[config.mk]
export PLATFORM = sky130hd
export DESIGN_NAME = gal_receptionist
export DESIGN_NICKNAME = d
export VERILOG_FILES = /design/src/rtl/gal_receptionist.sv
export SDC_FILE = /design/constraint.sdc
export NUM_CORES = 2
export LEC_CHECK = 0
export CAP_MARGIN = 20
export CORE_AREA = 2 2 512 514
export CTS_CLUSTER_DIAMETER = 40
export DETAILED_ROUTE_END_ITERATION = 8
export DIE_AREA = 0 0 514 516
export PLACE_DENSITY_LB_ADDON = 0.25
export RECOVER_POWER = 25
export SLEW_MARGIN = 20
export SYNTH_ARGS = -nofsm -noshare
export SYNTH_HDL_FRONTEND = slang
export SYNTH_SLANG_ARGS = --single-unit
[constraint.sdc]
create_clock -name clk -period 50.5 [get_ports clk]
set_clock_uncertainty 0.15 [all_clocks]
set_input_delay 12.625 -clock clk [delete_from_list [all_inputs] [get_ports clk]]
set_output_delay 12.625 -clock clk [all_outputs]
set_load 0.005 [all_outputs]
[src/rtl/gal_receptionist.sv]
// rtl/gal_receptionist.sv - GULF UDP ingress to Galapagos stream adapter with port filtering
module gal_receptionist #(
  parameter int          DATA_WIDTH  = 512,
  parameter int          DEST_WIDTH  = 8,
  parameter logic [15:0] PORT_BASE   = 16'd8000,
  parameter int          NUM_KERNELS = 16
) (
  input  logic                    clk,
  input  logic                    rst,
  input  logic                    gulf_tvalid,
  output logic                    gulf_tready,
  input  logic [DATA_WIDTH-1:0]   gulf_tdata,
  input  logic [DATA_WIDTH/8-1:0] gulf_tkeep,
  input  logic                    gulf_tlast,
  input  logic [31:0]             ip,
  input  logic [15:0]             src_prt,
  input  logic [15:0]             dst_prt,
  output logic                    gal_tvalid,
  input  logic                    gal_tready,
  output logic [DATA_WIDTH-1:0]   gal_tdata,
  output logic [DATA_WIDTH/8-1:0] gal_tkeep,
  output logic                    gal_tlast,
  output logic [47:0]             gal_tuser,
  output logic [DEST_WIDTH-1:0]   gal_tdest,
  output logic [31:0]             drop_count
);

  localparam int          KW = DATA_WIDTH / 8;
  localparam int          EW = DATA_WIDTH + KW + 1 + 48 + DEST_WIDTH;
  localparam logic [31:0] NK = 32'(NUM_KERNELS);

  localparam logic [1:0] ST_SOP  = 2'd0;
  localparam logic [1:0] ST_PASS = 2'd1;
  localparam logic [1:0] ST_DROP = 2'd2;

  logic [1:0]            state_q, state_d;
  logic                  tready_q;
  logic                  main_valid_q, main_valid_d;
  logic                  skid_full_q, skid_full_d;
  logic [EW-1:0]         main_q, main_d;
  logic [EW-1:0]         skid_q, skid_d;
  logic [47:0]           meta_user_q, meta_user_d;
  logic [DEST_WIDTH-1:0] meta_dest_q, meta_dest_d;
  logic [31:0]           drop_q, drop_d;

  logic                  accept, consume, first, hit, push;
  logic [31:0]           port_off;
  logic [47:0]           in_user;
  logic [DEST_WIDTH-1:0] in_dest;
  logic [EW-1:0]         in_entry;

  // Classification of the incoming beat; the first beat carries fresh meta, later beats the latched copy
  always_comb begin
    accept   = gulf_tvalid && tready_q;
    consume  = main_valid_q && gal_tready;
    first    = (state_q == ST_SOP);
    port_off = {16'd0, dst_prt} - {16'd0, PORT_BASE};
    hit      = (dst_prt >= PORT_BASE) && (port_off < NK);
    push     = accept && ((first && hit) || (state_q == ST_PASS));
    in_user  = first ? {src_prt, ip} : meta_user_q;
    in_dest  = first ? port_off[DEST_WIDTH-1:0] : meta_dest_q;
    in_entry = {gulf_tdata, gulf_tkeep, gulf_tlast, in_user, in_dest};
  end

  // Packet state machine, metadata latch and saturating drop counter
  always_comb begin
    state_d     = state_q;
    meta_user_d = meta_user_q;
    meta_dest_d = meta_dest_q;
    drop_d      = drop_q;
    case (state_q)
      ST_SOP: begin
        if (accept) begin
          if (hit) begin
            meta_user_d = in_user;
            meta_dest_d = in_dest;
            state_d     = gulf_tlast ? ST_SOP : ST_PASS;
          end else begin
            if (drop_q != 32'hFFFF_FFFF) drop_d = drop_q + 32'd1;
            state_d = gulf_tlast ? ST_SOP : ST_DROP;
          end
        end
      end
      ST_PASS, ST_DROP: begin
        if (accept && gulf_tlast) state_d = ST_SOP;
      end
      default: state_d = ST_SOP;
    endcase
  end

  // Two-entry skid buffer: main drives the outputs, skid absorbs one beat while main is stalled
  always_comb begin
    main_valid_d = main_valid_q;
    main_d       = main_q;
    skid_d       = skid_q;
    skid_full_d  = skid_full_q;
    if (skid_full_q) begin
      if (consume) begin
        main_d      = skid_q;
        skid_full_d = 1'b0;
      end
    end else if (!main_valid_q || consume) begin
      if (push) begin
        main_d       = in_entry;
        main_valid_d = 1'b1;
      end else if (consume) begin
        main_valid_d = 1'b0;
      end
    end else if (push) begin
      skid_d      = in_entry;
      skid_full_d = 1'b1;
    end
  end

  // State registers; ready is registered from the next skid occupancy so it never admits a third beat
  always_ff @(posedge clk or posedge rst) begin
    if (rst) begin
      state_q      <= ST_SOP;
      tready_q     <= 1'b0;
      main_valid_q <= 1'b0;
      skid_full_q  <= 1'b0;
      main_q       <= '0;
      skid_q       <= '0;
      meta_user_q  <= '0;
      meta_dest_q  <= '0;
      drop_q       <= '0;
    end else begin
      state_q      <= state_d;
      tready_q     <= !skid_full_d;
      main_valid_q <= main_valid_d;
      skid_full_q  <= skid_full_d;
      main_q       <= main_d;
      skid_q       <= skid_d;
      meta_user_q  <= meta_user_d;
      meta_dest_q  <= meta_dest_d;
      drop_q       <= drop_d;
    end
  end

  assign gulf_tready = tready_q;
  assign gal_tvalid  = main_valid_q;
  assign gal_tdest   = main_q[DEST_WIDTH-1:0];
  assign gal_tuser   = main_q[DEST_WIDTH +: 48];
  assign gal_tlast   = main_q[DEST_WIDTH + 48];
  assign gal_tkeep   = main_q[DEST_WIDTH + 49 +: KW];
  assign gal_tdata   = main_q[DEST_WIDTH + 49 + KW +: DATA_WIDTH];
  assign drop_count  = drop_q;

endmodule

==> results by group <==
Yosys
  – Average footprint of a synthesized cell: 12.0 um2
  – Number of register bits inferred by synthesis: 1359
  – Synth async-reset ratio: 100%
  – Unique masters post-synth: 43
  – Area share of the largest cell type after synthesis: 62.9%
  – Synthesis warning total: 0
  – Proportion of synthesized chip area in sequential cells: 62.9%
  – Cell taking the most area after synthesis: sky130_fd_sc_hd__dfrtp_1
  – Largest cells by area after synthesis: sky130_fd_sc_hd__dfrtp_1 63%, sky130_fd_sc_hd__mux2_2 12%, sky130_fd_sc_hd__o22ai_1 6.7%
  – Flip-flop cell with the highest count after synthesis: sky130_fd_sc_hd__dfrtp_1
  – Gate count after technology mapping: 4516
  – Number of nets produced by synthesis: 5166
  – Mapped Area: 54000 um2
  – EDFF count, synth: 0

Power
  – Power per Cell Area: 38.9 nW/um2
  – Peak ir drop on the vdd network: 0.0000241 V
  – Leakage Power: 37.7 nW
  – Power, Total: 3.11 mW

STA
  – Final hold violations: 0
  – RSZ-0062 raised after global routing: false
  – Setup-failing EPs final: 0
  – Max-slew violation count: 496
  – Sum Neg Setup Slack: 0 ps
  – Post-route worst hold slack: 324 ps
  – Worst setup slack after layout: 30920 ps
  – F_max: 0.0511 GHz
  – Shortest period the worst path allows: 19580 ps
  – Max_slew headroom: -174%
  – Worst slew pin tran: 4100 ps
  – Fin crit share: 38.8%

Final layout
  – Reg area: 34000 um2
  – Multi-input gate area in the final layout: 16300 um2
  – Total non-filler cell area in the finished layout: 79900 um2
  – Number of fill cells in the layout: 26300
  – Area growth from synthesis to final layout: 47.8%
  – Post-layout util: 30.8%
  – Final standard cell count with taps included and fillers excluded: 9494
  – Nets@finish: 6504
  – Fraction of final layout cells sized beyond drive strength 1: 18.2%

Clocking
  – Hold-fix buffers at CTS: 0
  – Post-CTS clock slew at the launch and capture registers of the worst setup and hold paths: 50 ps
  – Root Driver: sky130_fd_sc_hd__clkbuf_16
  – Post-CTS setup-driven buffer insertion count: 0
  – Post-CTS resize count: 0
  – TritonCTS clock tree: yes
  – Worst-Skew Late Latency: 840 ps
  – Num CTS Buffers: 273
  – Longest Clk Path Bufs: 4
  – Clock sink count: 1359
  – H-tree levels: 5

Placement
  – Worst Setup Slack post-DPL: 30550 ps
  – Buffers added on ports: 1311
  – Last weighted congestion value of the routability-driven placer: 0.827
  – Placed instance count: 8981
  – Area after DPL: 70400 um2
  – HPWL after detailed placement: 148000 um

Die
  – Std-Cell Rows: 187
  – Initial cell density of the core: 20.8%
  – Die height: 516 um
  – Die Footprint: 265000 um2
  – Floorplan die width: 514 um
  – CORE AREA: 259000 um2
  – Boundary Pins: 1312

Routing
  – Final routed DRC violation total: 0
  – Top layer in use: met5
  – Overall routed net length: 212000 um
  – Via density per instance: 4.32
  – Length of routed wiring on met1: 84700 um
  – Drt initial violations: 1966
  – DR WL met2: 99500 um
  – ANT nets after route: 0
  – WL per Instance: 22.3 um
  – First drt pass iteration count: 7
  – Wire length on met3: 20700 um
  – Via count: 41000

Run status
  – Run status: finished with violations
  – Failing checks: capacitance limit, slew limit

Global route
  – Vias in the first global route: 42900
  – Initial antenna violation count: 81
  – Maximum number of pins on one net before global-route repair: 175
  – Wire length of the first global-routing pass: 305000 um
  – Overall global routing resource usage: 15.3%
  – Remaining global-route overflow: 0

Hold path
  – Cell depth of the worst min-delay path: 2
  – Worst min path class: flop to flop

Critical path
  – Maximum fanout encountered on the critical timing path: 72
  – Type of element launching the critical path: primary input
  – Data required time at the worst endpoint: 50310 ps
  – Cell depth of the worst flop-to-flop path: 12
  – Worst path arrival time: 19390 ps
  – Sort of element at the end of the critical path: async pin
  – Worst setup path category: primary input to async pin

Run
  – Total of max-cap violations: 9
==> layout make-up <==
cell class,instances,share of cell area [%]
diodes,21,0.0658
clock buffers,341,9.42
clock inverters,151,2.42
inverters,585,2.75
multi-input cells,2263,20.4
flip-flops and latches,1359,42.6
well taps,3402,5.33
repair buffers,1372,17.0
==> where the power goes <==
part / total, mW / internal [mW] / leakage [nW] / switching, mW
Sequential: 1.10 / 1.10 / 16.0 / 0.00574
Combinational: 0.150 / 0.0745 / 17.1 / 0.0759
Clock: 1.85 / 1.22 / 4.61 / 0.639
==> registers in the layout (all words and copies together) (netlist names) <==
name         flops
main_q         633
gulf_tready      1
drop_count      32
meta_user_q     48
gal_tvalid       1
state_q          2
skid_full_q      1
skid_q         633
meta_dest_q      8
==> synthesized netlist by cell type (3+ instances only) <==
master                        n
sky130_fd_sc_hd__inv_1      585
sky130_fd_sc_hd__buf_2       97
sky130_fd_sc_hd__a221o_1     56
sky130_fd_sc_hd__ha_1         5
sky130_fd_sc_hd__clkbuf_1   152
sky130_fd_sc_hd__buf_6       38
sky130_fd_sc_hd__nand3_1     16
sky130_fd_sc_hd__mux2i_1     56
sky130_fd_sc_hd__o22ai_1    578
sky130_fd_sc_hd__mux2_2     577
sky130_fd_sc_hd__nor3_1       3
sky130_fd_sc_hd__nand4_1     10
sky130_fd_sc_hd__and2_1       4
sky130_fd_sc_hd__o21ai_0    111
sky130_fd_sc_hd__nand2_1    126
sky130_fd_sc_hd__xnor2_1     19
sky130_fd_sc_hd__and4_1       3
sky130_fd_sc_hd__nor2_1      69
sky130_fd_sc_hd__buf_1       19
sky130_fd_sc_hd__dfrtp_1   1359
sky130_fd_sc_hd__xor2_1      12
sky130_fd_sc_hd__and3_1      16
sky130_fd_sc_hd__buf_4        3
sky130_fd_sc_hd__a21oi_1    579
==> cell families (layout without fill, tap and decap cells) <==
logic type	count (synthesis)	in the layout	share of synthesized area, %
AOI/OAI and AO/OA	1338	1338	14.3
xor gates and xnor gates	31	31	0.502
adders and majority gates	5	5	0.116
buffers and inverters	894	2449	6.98
DFF	1359	1359	62.9
muxes	633	633	13.1
other	0	21	0
and+or+nand+nor	256	256	2.06
==> cell usage in the layout (no fill, tap or decap), types with 3 or more instances in the layout <==
cell type / count
sky130_fd_sc_hd__a21oi_1: 579
sky130_fd_sc_hd__a221o_1: 56
sky130_fd_sc_hd__and3_1: 15
sky130_fd_sc_hd__and4_1: 3
sky130_fd_sc_hd__buf_12: 4
sky130_fd_sc_hd__buf_4: 45
sky130_fd_sc_hd__bufinv_16: 29
sky130_fd_sc_hd__clkbuf_1: 38
sky130_fd_sc_hd__clkbuf_16: 276
sky130_fd_sc_hd__clkbuf_8: 37
sky130_fd_sc_hd__clkdlybuf4s50_1: 965
sky130_fd_sc_hd__clkinv_2: 44
sky130_fd_sc_hd__clkinv_4: 18
sky130_fd_sc_hd__clkinv_8: 11
sky130_fd_sc_hd__clkinvlp_4: 20
sky130_fd_sc_hd__dfrtp_1: 1359
sky130_fd_sc_hd__diode_2: 21
sky130_fd_sc_hd__dlygate4sd3_1: 346
sky130_fd_sc_hd__ha_1: 4
sky130_fd_sc_hd__inv_1: 584
sky130_fd_sc_hd__inv_16: 5
sky130_fd_sc_hd__inv_6: 20
sky130_fd_sc_hd__mux2_2: 577
sky130_fd_sc_hd__mux2i_1: 56
sky130_fd_sc_hd__nand2_1: 126
sky130_fd_sc_hd__nand3_1: 15
sky130_fd_sc_hd__nand4_1: 10
sky130_fd_sc_hd__nor2_1: 69
sky130_fd_sc_hd__nor3_1: 3
sky130_fd_sc_hd__o21ai_0: 111
sky130_fd_sc_hd__o22ai_1: 578
sky130_fd_sc_hd__xnor2_1: 19
sky130_fd_sc_hd__xor2_1: 12
==> worst max-delay path: stages <==
cell and delay, ps:
sky130_fd_sc_hd__dlygate4sd3_1 550, sky130_fd_sc_hd__clkinvlp_2 880, sky130_fd_sc_hd__clkbuf_1 2190, sky130_fd_sc_hd__clkbuf_1 3020
==> metal layers <==
layer	GRT usage, %	vias up
met5	0	-
met4	5.10	72
li1	-	18700
met3	6.73	399
met1	17.9	20600
met2	25.0	1317
==> path summary, 6_finish.rpt <==
path	startpoint	to	slack, ps
worst max register to register	state_q[0]$_DFFE_PP0P_	skid_q[155]$_DFFE_PP0P_	43390
worst min register to register	meta_user_q[45]$_DFFE_PP0P_	meta_user_q[45]$_DFFE_PP0P_	320
max in group clk	dst_prt[6]	skid_q[155]$_DFFE_PP0P_	31630
worst max-delay path	rst	meta_user_q[4]$_DFFE_PP0P_	30920
worst min-delay path	meta_user_q[45]$_DFFE_PP0P_	meta_user_q[45]$_DFFE_PP0P_	320
min in group asynchronous	rst	main_q[596]$_DFFE_PP0P_	12480
No activity file was read; power rests on OpenSTA's default activity.
